**config.mk**
```make
export PLATFORM = sky130hd
export DESIGN_NAME = voice_allocator
export DESIGN_NICKNAME = d
export VERILOG_FILES = /design/src/rtl/voice_allocator.sv
export SDC_FILE = /design/constraint.sdc
export NUM_CORES = 1
export LEC_CHECK = 0
export BUFFER_PORTS_ARGS = -buffer_cell sky130_fd_sc_hd__buf_2
export CAP_MARGIN = 20
export CORE_AREA = 2 2 58 60
export DETAILED_ROUTE_END_ITERATION = 16
export DIE_AREA = 0 0 60 62
export PLACE_DENSITY = 0.78
export SYNTH_ARGS = -nofsm -noshare
export SYNTH_HDL_FRONTEND = slang
export SYNTH_SLANG_ARGS = --single-unit
```
**constraint.sdc**
```tcl
create_clock -name clk_i -period 4.72 [get_ports clk_i]
set_input_delay 0.944 -clock clk_i [delete_from_list [all_inputs] [get_ports clk_i]]
set_output_delay 0.944 -clock clk_i [all_outputs]
set_load 0.01 [all_outputs]
```
**src/rtl/voice_allocator.sv**
```systemverilog
// voice_allocator: polyphonic voice allocator.
// Takes key press/release events over a valid/ready handshake and assigns
// each note to one of NUM_VOICES voices. Each voice has a gate, a held
// note code and a one-cycle retrigger pulse. Voices are tracked in
// least-recently-assigned order so that the oldest one can be reused.
// Optional build macro: VOICE_ALLOC_STEAL_EN. When it is defined, a press
// that finds every voice gated steals the oldest voice. When it is not
// defined, that press is dropped and steal_o stays 0.
module voice_allocator #(
  parameter int NUM_VOICES = 4,
  parameter int NOTE_WIDTH = 4
) (
  input  logic                             clk_i,
  input  logic                             rst_i,
  input  logic                             key_valid_i,
  output logic                             key_ready_o,
  input  logic                             key_on_i,
  input  logic [NOTE_WIDTH-1:0]            key_note_i,
  output logic [NUM_VOICES-1:0]            voice_gate_o,
  output logic [NUM_VOICES*NOTE_WIDTH-1:0] voice_note_o,
  output logic [NUM_VOICES-1:0]            voice_trig_o,
  output logic                             steal_o,
  output logic                             drop_o
);

  localparam int IW = (NUM_VOICES > 1) ? $clog2(NUM_VOICES) : 1;
  localparam int RW = IW;

  typedef enum logic [1:0] {
    ST_IDLE   = 2'd0,
    ST_SEARCH = 2'd1,
    ST_COMMIT = 2'd2
  } state_t;

  typedef enum logic [2:0] {
    ACT_RETRIG  = 3'd0,
    ACT_ALLOC   = 3'd1,
    ACT_STEAL   = 3'd2,
    ACT_RELEASE = 3'd3,
    ACT_DROP    = 3'd4
  } act_t;

  state_t                  state_r;
  state_t                  state_nx_s;
  logic                    ready_r;
  logic                    accept_s;

  logic                    ev_on_r;
  logic [NOTE_WIDTH-1:0]   ev_note_r;

  logic [NUM_VOICES-1:0]   gate_r;
  logic [NOTE_WIDTH-1:0]   note_r [NUM_VOICES];
  logic [RW-1:0]           rank_r [NUM_VOICES];

  logic [IW-1:0]           tgt_r;
  act_t                    act_r;
  logic [IW-1:0]           tgt_s;
  act_t                    act_s;

  logic                    hit_found_s;
  logic [IW-1:0]           hit_idx_s;
  logic                    free_found_s;
  logic [IW-1:0]           free_idx_s;
  logic [IW-1:0]           old_idx_s;

  logic [NUM_VOICES-1:0]   trig_r;
  logic                    steal_r;
  logic                    drop_r;

  assign accept_s     = key_valid_i && ready_r;
  assign key_ready_o  = ready_r;
  assign voice_gate_o = gate_r;
  assign voice_trig_o = trig_r;
  assign steal_o      = steal_r;
  assign drop_o       = drop_r;

  for (genvar v = 0; v < NUM_VOICES; v++) begin : g_note_pack
    assign voice_note_o[v*NOTE_WIDTH +: NOTE_WIDTH] = note_r[v];
  end

  // State register; ready is registered from the next state so it is high exactly in IDLE.
  always_ff @(posedge clk_i) begin
    if (rst_i) begin
      state_r <= ST_IDLE;
      ready_r <= 1'b1;
    end else begin
      state_r <= state_nx_s;
      ready_r <= (state_nx_s == ST_IDLE);
    end
  end

  // Next-state logic: IDLE waits for a handshake, SEARCH and COMMIT take one cycle each.
  always_comb begin
    state_nx_s = state_r;
    case (state_r)
      ST_IDLE: begin
        if (accept_s) begin
          state_nx_s = ST_SEARCH;
        end else begin
          state_nx_s = ST_IDLE;
        end
      end
      ST_SEARCH: state_nx_s = ST_COMMIT;
      ST_COMMIT: state_nx_s = ST_IDLE;
      default:   state_nx_s = ST_IDLE;
    endcase
  end

  // Voice scan: find matching gated voice, first free voice and the oldest voice, then pick the action.
  always_comb begin
    hit_found_s  = 1'b0;
    hit_idx_s    = '0;
    free_found_s = 1'b0;
    free_idx_s   = '0;
    old_idx_s    = '0;
    tgt_s        = '0;
    act_s        = ACT_DROP;
    // Scanning from the top down leaves the lowest matching index in place.
    for (int i = NUM_VOICES - 1; i >= 0; i--) begin
      if (gate_r[i] && (note_r[i] == ev_note_r)) begin
        hit_found_s = 1'b1;
        hit_idx_s   = IW'(i);
      end else begin
        hit_found_s = hit_found_s;
      end
      if (!gate_r[i]) begin
        free_found_s = 1'b1;
        free_idx_s   = IW'(i);
      end else begin
        free_found_s = free_found_s;
      end
      if (rank_r[i] == RW'(NUM_VOICES - 1)) begin
        old_idx_s = IW'(i);
      end else begin
        old_idx_s = old_idx_s;
      end
    end
    if (ev_on_r) begin
      if (hit_found_s) begin
        act_s = ACT_RETRIG;
        tgt_s = hit_idx_s;
      end else if (free_found_s) begin
        act_s = ACT_ALLOC;
        tgt_s = free_idx_s;
      end else begin
`ifdef VOICE_ALLOC_STEAL_EN
        act_s = ACT_STEAL;
        tgt_s = old_idx_s;
`else
        act_s = ACT_DROP;
        tgt_s = '0;
`endif
      end
    end else begin
      if (hit_found_s) begin
        act_s = ACT_RELEASE;
        tgt_s = hit_idx_s;
      end else begin
        act_s = ACT_DROP;
        tgt_s = '0;
      end
    end
  end

  // Datapath: capture the event, latch the scan result, then commit voice state and pulses.
  always_ff @(posedge clk_i) begin
    if (rst_i) begin
      ev_on_r   <= 1'b0;
      ev_note_r <= '0;
      tgt_r     <= '0;
      act_r     <= ACT_DROP;
      gate_r    <= '0;
      trig_r    <= '0;
      steal_r   <= 1'b0;
      drop_r    <= 1'b0;
      for (int i = 0; i < NUM_VOICES; i++) begin
        note_r[i] <= '0;
        rank_r[i] <= RW'(i);
      end
    end else begin
      trig_r  <= '0;
      steal_r <= 1'b0;
      drop_r  <= 1'b0;
      case (state_r)
        ST_IDLE: begin
          if (accept_s) begin
            ev_on_r   <= key_on_i;
            ev_note_r <= key_note_i;
          end
        end
        ST_SEARCH: begin
          tgt_r <= tgt_s;
          act_r <= act_s;
        end
        ST_COMMIT: begin
          case (act_r)
            ACT_RETRIG, ACT_ALLOC, ACT_STEAL: begin
              gate_r[tgt_r] <= 1'b1;
              note_r[tgt_r] <= ev_note_r;
              trig_r[tgt_r] <= 1'b1;
`ifdef VOICE_ALLOC_STEAL_EN
              steal_r <= (act_r == ACT_STEAL);
`else
              steal_r <= 1'b0;
`endif
              // Target becomes newest; everything newer than it ages by one.
              for (int i = 0; i < NUM_VOICES; i++) begin
                if (IW'(i) == tgt_r) begin
                  rank_r[i] <= '0;
                end else if (rank_r[i] < rank_r[tgt_r]) begin
                  rank_r[i] <= rank_r[i] + RW'(1);
                end else begin
                  rank_r[i] <= rank_r[i];
                end
              end
            end
            ACT_RELEASE: begin
              // Note is kept so the envelope release plays at the right pitch.
              gate_r[tgt_r] <= 1'b0;
            end
            ACT_DROP: begin
              drop_r <= 1'b1;
            end
            default: begin
              drop_r <= 1'b0;
            end
          endcase
        end
        default: begin
          drop_r <= 1'b0;
        end
      endcase
    end
  end

endmodule

```
==> flow_summary_export.csv <==
group,metric,value,unit
final_layout,nFillCells,260,
grt,antenna_violations_before_repair,0,
final_layout,flow.area_growth_from_synthesis,15.69,%
clock_network,cts.sinks,38,
routing,firstDrtPassIters,4,
routing,drcViolationCount,0,
worst_setup_path,critical_path.top_delay_family,"simple AND/OR/NAND/NOR gates",
grt,globalRoute.totalOverflow,0,
worst_setup_path,critical_path_stages,5,
worst_setup_path,critical_path.cell_chain,"buf_2 -> or3b_1 -> a211oi_2 -> nand2_1 -> nor2_1",
die,ios,35,
routing,vias,1287,
die,die_width,60,um
synth,synth-async-reset-ratio,0,%
routing,remaining_antenna_violation_count,0,
run,max_cap_check_violation_count,0,
power_and_ir_drop,peakVddDrop,0.0002024,V
clock_network,post_cts_hold_buffer_count,0,
timing,rsz0062_at_grt,"no",
placed_design,dpl.hpwl,2644,um
routing,detailedRoute.firstIterationViolations,34,
routing,vias_per_cell,5.253,
outcome,outcome,"finished, final reports clean",
timing,fmax,450.3,MHz
worst_setup_path,r2r_setup_slk,2.81,ns
worst_hold_path,hold_path_startpoint,"key_ready_o",
worst_setup_path,arrival_time_at_the_worst_endpoint,2.42,ns
timing,final.min_clock_period,2.221,ns
clock_network,cts_buffers,5,
power_and_ir_drop,pwr_density_cell,355.9,nW/um^2
worst_setup_path,slowest_stage,"sky130_fd_sc_hd__a211oi_2",
clock_network,post_cts_resize_count,0,
worst_setup_path,timing.reg2reg.worst_path_depth,4,
die,start_util,53.68,%
worst_setup_path,critical_path.reg2reg.endpoint,"note_r[1][3]",
die,die_y,62,um
worst_setup_path,criticalPathCategory,"in2reg",
final_layout,drive_above_1_share,24.62,%
timing,hold_violations,0,
worst_setup_path,crit_start,"rst_i",
grt,grt_pass1_vias,1163,
synth,library_cell_with_the_largest_summed_area_after_synthesis,"sky130_fd_sc_hd__edfxtp_1",
worst_setup_path,worstPathMaxFanout,21,
placed_design,place.gp.congestion,0.8118,
grt,grt_start_max_net_pins,22,
synth,ys.warnings.count,0,
synth,postSynth.topFlopCell,"sky130_fd_sc_hd__dfxtp_1",
grt,wire_length_of_the_first_global_routing_pass,5416,um
clock_network,cts.reportedPaths.clkPinSlew,0.11,ns
synth,synth.cells.most_frequent,"sky130_fd_sc_hd__nor2_1 (24), sky130_fd_sc_hd__dfxtp_1 (22), sky130_fd_sc_hd__edfxtp_1 (16)",
timing,max-slew-margin-rel,64.18,%
grt,track_usage,20.07,%
clock_network,ctsHtreeMaxLevel,2,
routing,routedWlPerCell,14.37,um
worst_setup_path,worstSetupStartpointType,"input pin",
die,area_of_the_die,3720,sq um
timing,tns,0,ns
timing,transition_time_of_the_tightest_slew_check_pin,0.5344,ns
synth,post_synth_instance_area,1707,sq um
clock_network,clockBufferDepth,2,
worst_hold_path,worst_hold_path.num_cells,2,
clock_network,tritoncts,"yes",
synth,yosys.cell_count.top_type,"sky130_fd_sc_hd__nor2_1",
die,floorplan.core_area,3179,sq um
final_layout,nets,206,
worst_setup_path,cp_data_required_time,4.92,ns
worst_hold_path,hp-class,"reg2reg",
timing,final.period_utilization,47.05,%
synth,synth_nets,176,
clock_network,insertion_delay,0.34,ns
synth,synth_top_cells_by_area,"sky130_fd_sc_hd__edfxtp_1 (28%), sky130_fd_sc_hd__dfxtp_1 (26%), sky130_fd_sc_hd__xor2_1 (6.2%)",
timing,holdWs,0.5031,ns
synth,netlist_instances,168,
die,core.rowCount,21,
synth,synth_seq_cells,38,
final_layout,utilization,62.10,%
power_and_ir_drop,leakagePower,0.0008708,uW
timing,skew,0.005099,ns
timing,report.final.setup_viol,0,
clock_network,clk_root_buffer_cell,"sky130_fd_sc_hd__clkbuf_4",
final_layout,diodes,0,
synth,synth_area_per_cell,10.16,sq um
worst_setup_path,max_stage_delay,0.49,ns
placed_design,buffer_ports.inserted,33,
worst_hold_path,holdPathEnd,"state_r[0]",
worst_setup_path,timing.rr.start,"state_r[1]",
synth,count_of_flip_flops_with_a_built_in_enable_after_synthesis,16,
synth,portion_of_the_post_synthesis_area_used_by_sequential_elements,53.96,%
worst_setup_path,cp_num_buf_inv,1,
clock_network,postCtsSetupBuffers,0,
synth,yosys.area.top_type_share,28.15,%
synth,post_synth_num_cell_types,38,
routing,finalWirelength,3520,um
worst_setup_path,worst_setup_path_end_kind,"flop",
timing,maxSlewViolCount,0,
## metal layers
layer / vias up / routed length (um) / GRT usage [%]
met3: 6 / 186 / 5.590
met2: 38 / 1689 / 31.99
li1: 627 / - / -
met5: - / 0 / 0
met1: 616 / 1586 / 25.43
met4: 0 / 58 / 9.524
## tightest hold or removal path, delay by kind of cell (launching register included)
family           cells  cell delay, ns
flip-flops           1            0.32
AND/OR/NAND/NOR      2            0.14
## worst max path at each step
| stage | end | slack, ns |
|---|---|---|
| 3_5_place_dp | note_r[1][2] | 2.19 |
| 3_3_place_gp | note_r[2][3] | 2.29 |
| 2_1_floorplan | note_r[2][3] | 2.67 |
| 4_1_cts | note_r[0][2] | 2.54 |
| 6_report | note_r[0][2] | 2.50 |
| 5_1_grt | note_r[1][2] | 2.41 |
## layout make-up
cell class	count	area, sq um	share of cell area, %
sequential	38	920.9	46.64
multi-input combinational	114	696.9	35.30
timing repair buffer	33	165.2	8.365
clock inverter	2	60.06	3.042
tap	46	57.56	2.915
clock buffer	6	51.30	2.598
inverter	6	22.52	1.141
## kinds of logic after synthesis
group	Yosys count	share of synthesized area [%]
other	1	0.2197
AOI/OAI and AO/OA	22	7.772
buffers and inverters	16	5.206
muxes	6	3.519
DFF	38	53.96
xor gates and xnor gates	16	8.211
and+or+nand+nor	69	21.12
## cells in the final DEF, fill, tap and decap left out, types with 2 or more instances in the layout
cell                        instances
sky130_fd_sc_hd__nand2_1           15
sky130_fd_sc_hd__nand3_1            5
sky130_fd_sc_hd__nor4_2             2
sky130_fd_sc_hd__clkbuf_4           5
sky130_fd_sc_hd__and3_1             2
sky130_fd_sc_hd__nand2b_1           7
sky130_fd_sc_hd__bufinv_16          2
sky130_fd_sc_hd__inv_1              6
sky130_fd_sc_hd__a21oi_1            8
sky130_fd_sc_hd__dfxtp_1           22
sky130_fd_sc_hd__nor2_1            24
sky130_fd_sc_hd__o21ai_0            8
sky130_fd_sc_hd__edfxtp_1          16
sky130_fd_sc_hd__mux2i_1            6
sky130_fd_sc_hd__buf_2             33
sky130_fd_sc_hd__nor3_1             3
sky130_fd_sc_hd__xnor2_1            4
sky130_fd_sc_hd__xor2_1            12
## stage by stage
stage               cell area (sq um)  total power [uW]  instances  worst slack, ns
global placement                 1863             423.0        237            2.287
floorplan                        1707             412.8        168            2.668
global route                     1974             724.9        245            2.409
detailed placement               1863             425.6        237            2.191
CTS                              1974             705.8        245            2.540
finish                           1974             702.8        245            2.499
## where the power goes
| part | total (uW) | switching (uW) | internal, uW |
|---|---|---|---|
| Sequential | 369 | 15.7 | 353 |
| Clock | 284 | 105 | 179 |
| Combinational | 49.5 | 27.0 | 22.4 |
Power figures use the tool's default switching activity.
